$ cat config.mk
export PLATFORM = sky130hd
export DESIGN_NAME = cordic_iter_ctrl
export DESIGN_NICKNAME = d
export VERILOG_FILES = /design/src/rtl/cordic_iter_ctrl.sv
export SDC_FILE = /design/constraint.sdc
export NUM_CORES = 1
export LEC_CHECK = 0
export ABC_CLOCK_PERIOD_IN_PS = 3500
export BUFFER_PORTS_ARGS = -buffer_cell sky130_fd_sc_hd__buf_2
export CAP_MARGIN = 20
export CORE_AREA = 8 8 45 47
export DETAILED_ROUTE_END_ITERATION = 8
export DIE_AREA = 0 0 53 55
export GPL_TIMING_DRIVEN = 0
export PLACE_DENSITY = 0.74
export SKIP_LAST_GASP = 1
export SLEW_MARGIN = 25
export SYNTH_ARGS = -nofsm -noshare
export SYNTH_HDL_FRONTEND = slang
export SYNTH_SLANG_ARGS = --single-unit
$ cat constraint.sdc
create_clock -name clock -period 3.5 [get_ports clock]
set_clock_uncertainty 0.1 [all_clocks]
set_input_delay 0.175 -clock clock [delete_from_list [all_inputs] [get_ports clock]]
set_output_delay 0.175 -clock clock [all_outputs]
set_load 0.05 [all_outputs]
$ cat src/rtl/cordic_iter_ctrl.sv
// CORDIC iteration sequencer: one load cycle, then N_ITER micro-rotations, then a done pulse.
// Define CORDIC_ROTATION_EN to add the mode/z_neg ports and rotation-mode direction control.
module cordic_iter_ctrl #(
  parameter int unsigned N_ITER = 32,
  parameter int unsigned CNT_W  = 6
) (
  input  logic             clock,
  input  logic             reset_n,
  input  logic             go,
  input  logic             y_neg,
`ifdef CORDIC_ROTATION_EN
  input  logic             mode,
  input  logic             z_neg,
`endif
  output logic             ld_sel,
  output logic             reg_en,
  output logic             yr_x,
  output logic             yr_y,
  output logic             yr_z,
  output logic [CNT_W-1:0] shift_amt,
  output logic [CNT_W-1:0] rom_addr,
  output logic             busy,
  output logic             done
);

  localparam logic [CNT_W-1:0] LastCnt = CNT_W'(N_ITER - 1);

  typedef enum logic [1:0] {StIdle, StLoad, StIter, StDone} state_e;

  state_e           state_q, state_d;
  logic [CNT_W-1:0] cnt_q, cnt_d;
  logic             dir_sel;

  always_ff @(posedge clock or negedge reset_n) begin
    if (!reset_n) begin
      state_q <= StIdle;
      cnt_q   <= '0;
    end else begin
      state_q <= state_d;
      cnt_q   <= cnt_d;
    end
  end

`ifdef CORDIC_ROTATION_EN
  logic mode_q;

  // Mode is latched on acceptance so a change mid-operation cannot flip direction.
  always_ff @(posedge clock or negedge reset_n) begin
    if (!reset_n) begin
      mode_q <= 1'b0;
    end else if (state_q == StIdle && go) begin
      mode_q <= mode;
    end
  end

  assign dir_sel = mode_q ? z_neg : ~y_neg;
`else
  assign dir_sel = ~y_neg;
`endif

  always_comb begin
    state_d = state_q;
    cnt_d   = cnt_q;
    unique case (state_q)
      StIdle: if (go) state_d = StLoad;
      StLoad: begin
        cnt_d   = '0;
        state_d = StIter;
      end
      StIter: begin
        // Counter holds at the last index so it never wraps.
        if (cnt_q == LastCnt) state_d = StDone;
        else                  cnt_d   = cnt_q + CNT_W'(1);
      end
      StDone:  state_d = StIdle;
      default: state_d = StIdle;
    endcase
  end

  always_comb begin
    ld_sel    = 1'b0;
    reg_en    = 1'b0;
    busy      = 1'b0;
    done      = 1'b0;
    yr_x      = 1'b1;
    yr_y      = 1'b1;
    yr_z      = 1'b1;
    shift_amt = '0;
    rom_addr  = '0;
    unique case (state_q)
      StIdle: ;
      StLoad: begin
        ld_sel = 1'b1;
        reg_en = 1'b1;
        busy   = 1'b1;
      end
      StIter: begin
        reg_en    = 1'b1;
        busy      = 1'b1;
        yr_x      = dir_sel;
        yr_y      = ~dir_sel;
        yr_z      = dir_sel;
        shift_amt = cnt_q;
        rom_addr  = cnt_q;
      end
      StDone: begin
        busy = 1'b1;
        done = 1'b1;
      end
      default: ;
    endcase
  end

endmodule
==> flow_results.xml <==
<?xml version="1.0" encoding="UTF-8"?>
<metrics>
  <group name="worst_setup_path">
    <metric name="critical_path_class" unit="">register to output port</metric>
    <metric name="critPathRequiredTime" unit="ns">3.22</metric>
    <metric name="timing.critical_path.cells" unit="">inv_1 -&gt; ha_1 -&gt; clkbuf_1 -&gt; buf_2 -&gt; and2_1 -&gt; buf_4 -&gt; buf_2</metric>
    <metric name="r2r_end" unit="">cnt_q[5]</metric>
    <metric name="timing.critical_path.max_delay_family" unit="">buffers and inverters</metric>
    <metric name="max_stage_delay" unit="ns">0.40</metric>
    <metric name="path_max_fanout" unit="">10</metric>
    <metric name="crit_path_start" unit="">state_q[0]</metric>
    <metric name="start_kind" unit="">register</metric>
    <metric name="rr_startpoint" unit="">state_q[0]</metric>
    <metric name="cp-end-kind" unit="">output port</metric>
    <metric name="ff2ff_setup_slack" unit="ns">1.72</metric>
    <metric name="cp.depth" unit="">7</metric>
    <metric name="cp_slowest_cell" unit="">sky130_fd_sc_hd__dfrtp_1</metric>
    <metric name="cp_common_cell" unit="">sky130_fd_sc_hd__buf_2</metric>
    <metric name="worst_ep_arrival_time" unit="ns">2.08</metric>
    <metric name="timing.reg2reg.worst_path_depth" unit="">6</metric>
    <metric name="critical_path_end" unit="">shift_amt[0]</metric>
    <metric name="worstPathBufferInverterCount" unit="">5</metric>
  </group>
  <group name="finish">
    <metric name="fin_area" unit="um^2">798.3</metric>
    <metric name="area.growth.synth_to_final" unit="%">25.59</metric>
    <metric name="instances_no_fill" unit="">115</metric>
    <metric name="number_of_antenna_diodes" unit="">0</metric>
    <metric name="seq_area" unit="um^2">200.2</metric>
    <metric name="layout-drive-gt1-share" unit="%">36.36</metric>
    <metric name="layout.nets" unit="">111</metric>
    <metric name="area_of_combinational_cells_with_multiple_inputs" unit="um^2">346.6</metric>
    <metric name="number_of_filler_cells_placed_in_the_layout" unit="">128</metric>
  </group>
  <group name="worst_hold_path">
    <metric name="min-delay-path-class" unit="">input port to async pin</metric>
  </group>
  <group name="clock_tree">
    <metric name="postCtsSetupBuffers" unit="">0</metric>
    <metric name="clock_tree_from_tritoncts" unit="">built</metric>
    <metric name="postCtsHoldBufs" unit="">1</metric>
    <metric name="clkSlewWorstSetupHoldPaths" unit="ns">0.06</metric>
    <metric name="cts-htree-levels" unit="">1</metric>
    <metric name="clock_tree.root_cell" unit="">sky130_fd_sc_hd__clkbuf_4</metric>
    <metric name="cts.sink_count" unit="">8</metric>
    <metric name="clock_tree.buffer_depth" unit="">2</metric>
    <metric name="cts_made_buffers" unit="">3</metric>
    <metric name="number_of_instances_resized_during_post_cts_repair" unit="">0</metric>
    <metric name="source_to_sink_clock_delay_at_the_later_pin_of_the_worst_skew_pair" unit="ns">0.25</metric>
  </group>
  <group name="placement">
    <metric name="post-dp-hpwl" unit="um">1212</metric>
    <metric name="dpl-instance-area" unit="um^2">765.7</metric>
    <metric name="place.detailed.instances" unit="">111</metric>
    <metric name="place.gp.congestion" unit="">0.8041</metric>
    <metric name="io_buffers" unit="">22</metric>
    <metric name="worst_slack_at_placement" unit="ns">1.406</metric>
  </group>
  <group name="yosys">
    <metric name="synth_enable_flop_cells" unit="">0</metric>
    <metric name="top_area_cell_type_share_of_the_netlist_area" unit="%">31.50</metric>
    <metric name="synth_seq_cells" unit="">8</metric>
    <metric name="syn_avg_cell_area" unit="um^2">8.707</metric>
    <metric name="netlist_instances" unit="">73</metric>
    <metric name="post_synth_num_cell_types" unit="">29</metric>
    <metric name="yosys.area.top_type" unit="">sky130_fd_sc_hd__dfrtp_1</metric>
    <metric name="synth_seq_area_share" unit="%">31.50</metric>
    <metric name="syn_area" unit="um^2">635.6</metric>
    <metric name="synth-main-ff-cell" unit="">sky130_fd_sc_hd__dfrtp_1</metric>
    <metric name="yosysWarningCount" unit="">0</metric>
    <metric name="cell_types_with_the_largest_area_share_after_synthesis" unit="">sky130_fd_sc_hd__dfrtp_1 31%, sky130_fd_sc_hd__ha_1 12%, sky130_fd_sc_hd__buf_4 8.3%</metric>
    <metric name="yosysMostFrequentCell" unit="">sky130_fd_sc_hd__dfrtp_1</metric>
    <metric name="synthTopCellsByCount" unit="">8 x sky130_fd_sc_hd__dfrtp_1, 7 x sky130_fd_sc_hd__and2_1, 7 x sky130_fd_sc_hd__buf_4</metric>
    <metric name="ys_async_sr_fraction" unit="%">100.0</metric>
    <metric name="syn_nets" unit="">83</metric>
  </group>
  <group name="grt">
    <metric name="grt_antenna_before_repair" unit="">0</metric>
    <metric name="use_met1" unit="%">14.53</metric>
    <metric name="track_usage" unit="%">11.21</metric>
    <metric name="grt_first_pass_wirelength" unit="um">2504</metric>
    <metric name="gr-usage-met2" unit="%">17.77</metric>
    <metric name="grt_max_degree" unit="">11</metric>
    <metric name="groute.layer.met3.usage" unit="%">4.278</metric>
    <metric name="grt_total_ovfl" unit="">0</metric>
    <metric name="via_count_of_the_first_global_routing_pass" unit="">562</metric>
    <metric name="gr-max-usage-layer" unit="">met2</metric>
  </group>
  <group name="power">
    <metric name="power.sequential.fraction" unit="%">20.1</metric>
    <metric name="clockPowerShare" unit="%">9.9</metric>
    <metric name="peakVddDrop" unit="mV">0.5590</metric>
    <metric name="p_switching" unit="W">0.0004159</metric>
    <metric name="combPwrFrac" unit="%">70.0</metric>
    <metric name="power_leakage" unit="nW">0.4242</metric>
    <metric name="netSwitchingFraction" unit="%">57.60</metric>
    <metric name="power_density" unit="nW/um^2">904.5</metric>
    <metric name="intPower" unit="W">0.0003062</metric>
  </group>
  <group name="sta">
    <metric name="final_hold_viol_count" unit="">0</metric>
    <metric name="final.min_clock_period" unit="ns">2.359</metric>
    <metric name="slew-limit-headroom" unit="%">74.58</metric>
    <metric name="final.setup.worst_slack" unit="ns">1.141</metric>
    <metric name="setup_violations" unit="">0</metric>
    <metric name="final_slew_violations" unit="">0</metric>
    <metric name="transition_time_at_the_pin_with_the_least_slew_margin" unit="ns">0.3813</metric>
    <metric name="timing.final.crit_share" unit="%">67.41</metric>
    <metric name="timing.fmax" unit="MHz">423.8</metric>
    <metric name="unrepaired_setup_endpoints_after_global_routing" unit="">false</metric>
    <metric name="setup_tns_final" unit="ns">0</metric>
  </group>
  <group name="die">
    <metric name="die_y" unit="um">55</metric>
    <metric name="chipWidth" unit="um">53</metric>
    <metric name="initial_utilization" unit="%">45.93</metric>
    <metric name="die_footprint" unit="um^2">2915</metric>
    <metric name="rows" unit="">14</metric>
    <metric name="floorplan.io_pins" unit="">23</metric>
    <metric name="placeableCoreArea" unit="um^2">1384</metric>
  </group>
  <group name="route">
    <metric name="route.detailed.drc" unit="">0</metric>
    <metric name="viasPerCell" unit="">5.226</metric>
    <metric name="postRouteWirelength" unit="um">1510</metric>
    <metric name="ant_nets" unit="">0</metric>
    <metric name="detailroute.via_count" unit="">601</metric>
    <metric name="drt_first_iter_violations" unit="">15</metric>
    <metric name="routed_wire_length_per_instance" unit="um">13.13</metric>
    <metric name="dr.pass1.iters" unit="">3</metric>
  </group>
  <group name="outcome">
    <metric name="status" unit="">complete, no violations</metric>
  </group>
  <group name="job">
    <metric name="cap_violations" unit="">0</metric>
  </group>
</metrics>
==> worst reg2reg max path, stage by stage, from the launching register on <==
cell and delay (ns):
sky130_fd_sc_hd__dfrtp_1 0.40, sky130_fd_sc_hd__inv_1 0.14, sky130_fd_sc_hd__ha_1 0.18, sky130_fd_sc_hd__clkbuf_1 0.32, sky130_fd_sc_hd__buf_2 0.28, sky130_fd_sc_hd__a21oi_1 0.06
sky130_fd_sc_hd__a311oi_1 0.20
==> how the worst min path moves through the flow <==
stage / start / endpoint / slack, ns
floorplan: reset_n / cnt_q[0] / -0.22
finish: reset_n / cnt_q[1] / 0.20
CTS: reset_n / cnt_q[1] / 0.20
global route: reset_n / cnt_q[1] / 0.22
detailed placement: reset_n / cnt_q[1] / -0.06
global placement: reset_n / cnt_q[1] / -0.07
==> sequential cells by signal, indices dropped and copies added, names as in the netlist <==
signal / cells
state_q: 2
cnt_q: 6
==> kinds of logic after synthesis <==
| kind of cell | Yosys count | synth area share, % |
|---|---|---|
| adders and majority gates | 6 | 11.81 |
| DFF | 8 | 31.50 |
| AOI/OAI and AO/OA | 18 | 18.90 |
| buffers and inverters | 16 | 13.98 |
| and+or+nand+nor | 25 | 23.82 |
==> layout by cell type, fill, tap and decap left out, drive strengths merged, types with 2 or more instances in the layout <==
cell    instances
a21oi           4
a311oi          3
a31oi           4
and2            7
and3            2
buf            31
clkbuf          4
dfrtp           8
ha              6
inv             6
nand2           2
nand3           3
nor2            2
o21ai           3
==> metrics by stage <==
step / power (W) / utilization [%] / hold WS, ns
2_1_floorplan: 0.0005598 / - / -0.2206
3_3_place_gp: 0.0006445 / 55.33 / -0.06868
3_5_place_dp: 0.0006541 / 55.33 / -0.06345
4_1_cts: 0.0007310 / 57.69 / 0.2017
5_1_grt: 0.0007803 / 57.69 / 0.2218
6_report: 0.0007220 / 57.69 / 0.1955
==> power groups by stage <==
stage	Sequential, W	Clock, W	Combinational, W
2_1_floorplan	0.000140	0	0.000420
3_3_place_gp	0.000145	0	0.000499
3_5_place_dp	0.000148	0	0.000506
4_1_cts	0.000146	0.0000758	0.000509
5_1_grt	0.000151	0.0000792	0.000551
6_report	0.000145	0.0000714	0.000505
==> routing by layer <==
layer / part of all wire (%) / vias to the layer above / wire (um)
li1: - / 308 / -
met1: 45 / 279 / 682
met2: 46 / 12 / 701
met3: 7.6 / 2 / 115
met4: 0.66 / 0 / 10
met5: 0 / - / 0
==> cell type report <==
class | count | share of cell area (%)
Inverter | 6 | 2.821
Buffer | 10 | 8.307
Tap cell | 16 | 2.508
Sequential cell | 8 | 25.08
Clock buffer | 3 | 2.821
Timing Repair Buffer | 23 | 15.05
Multi-Input combinational cell | 49 | 43.42
(Power assumes the default switching activity.)
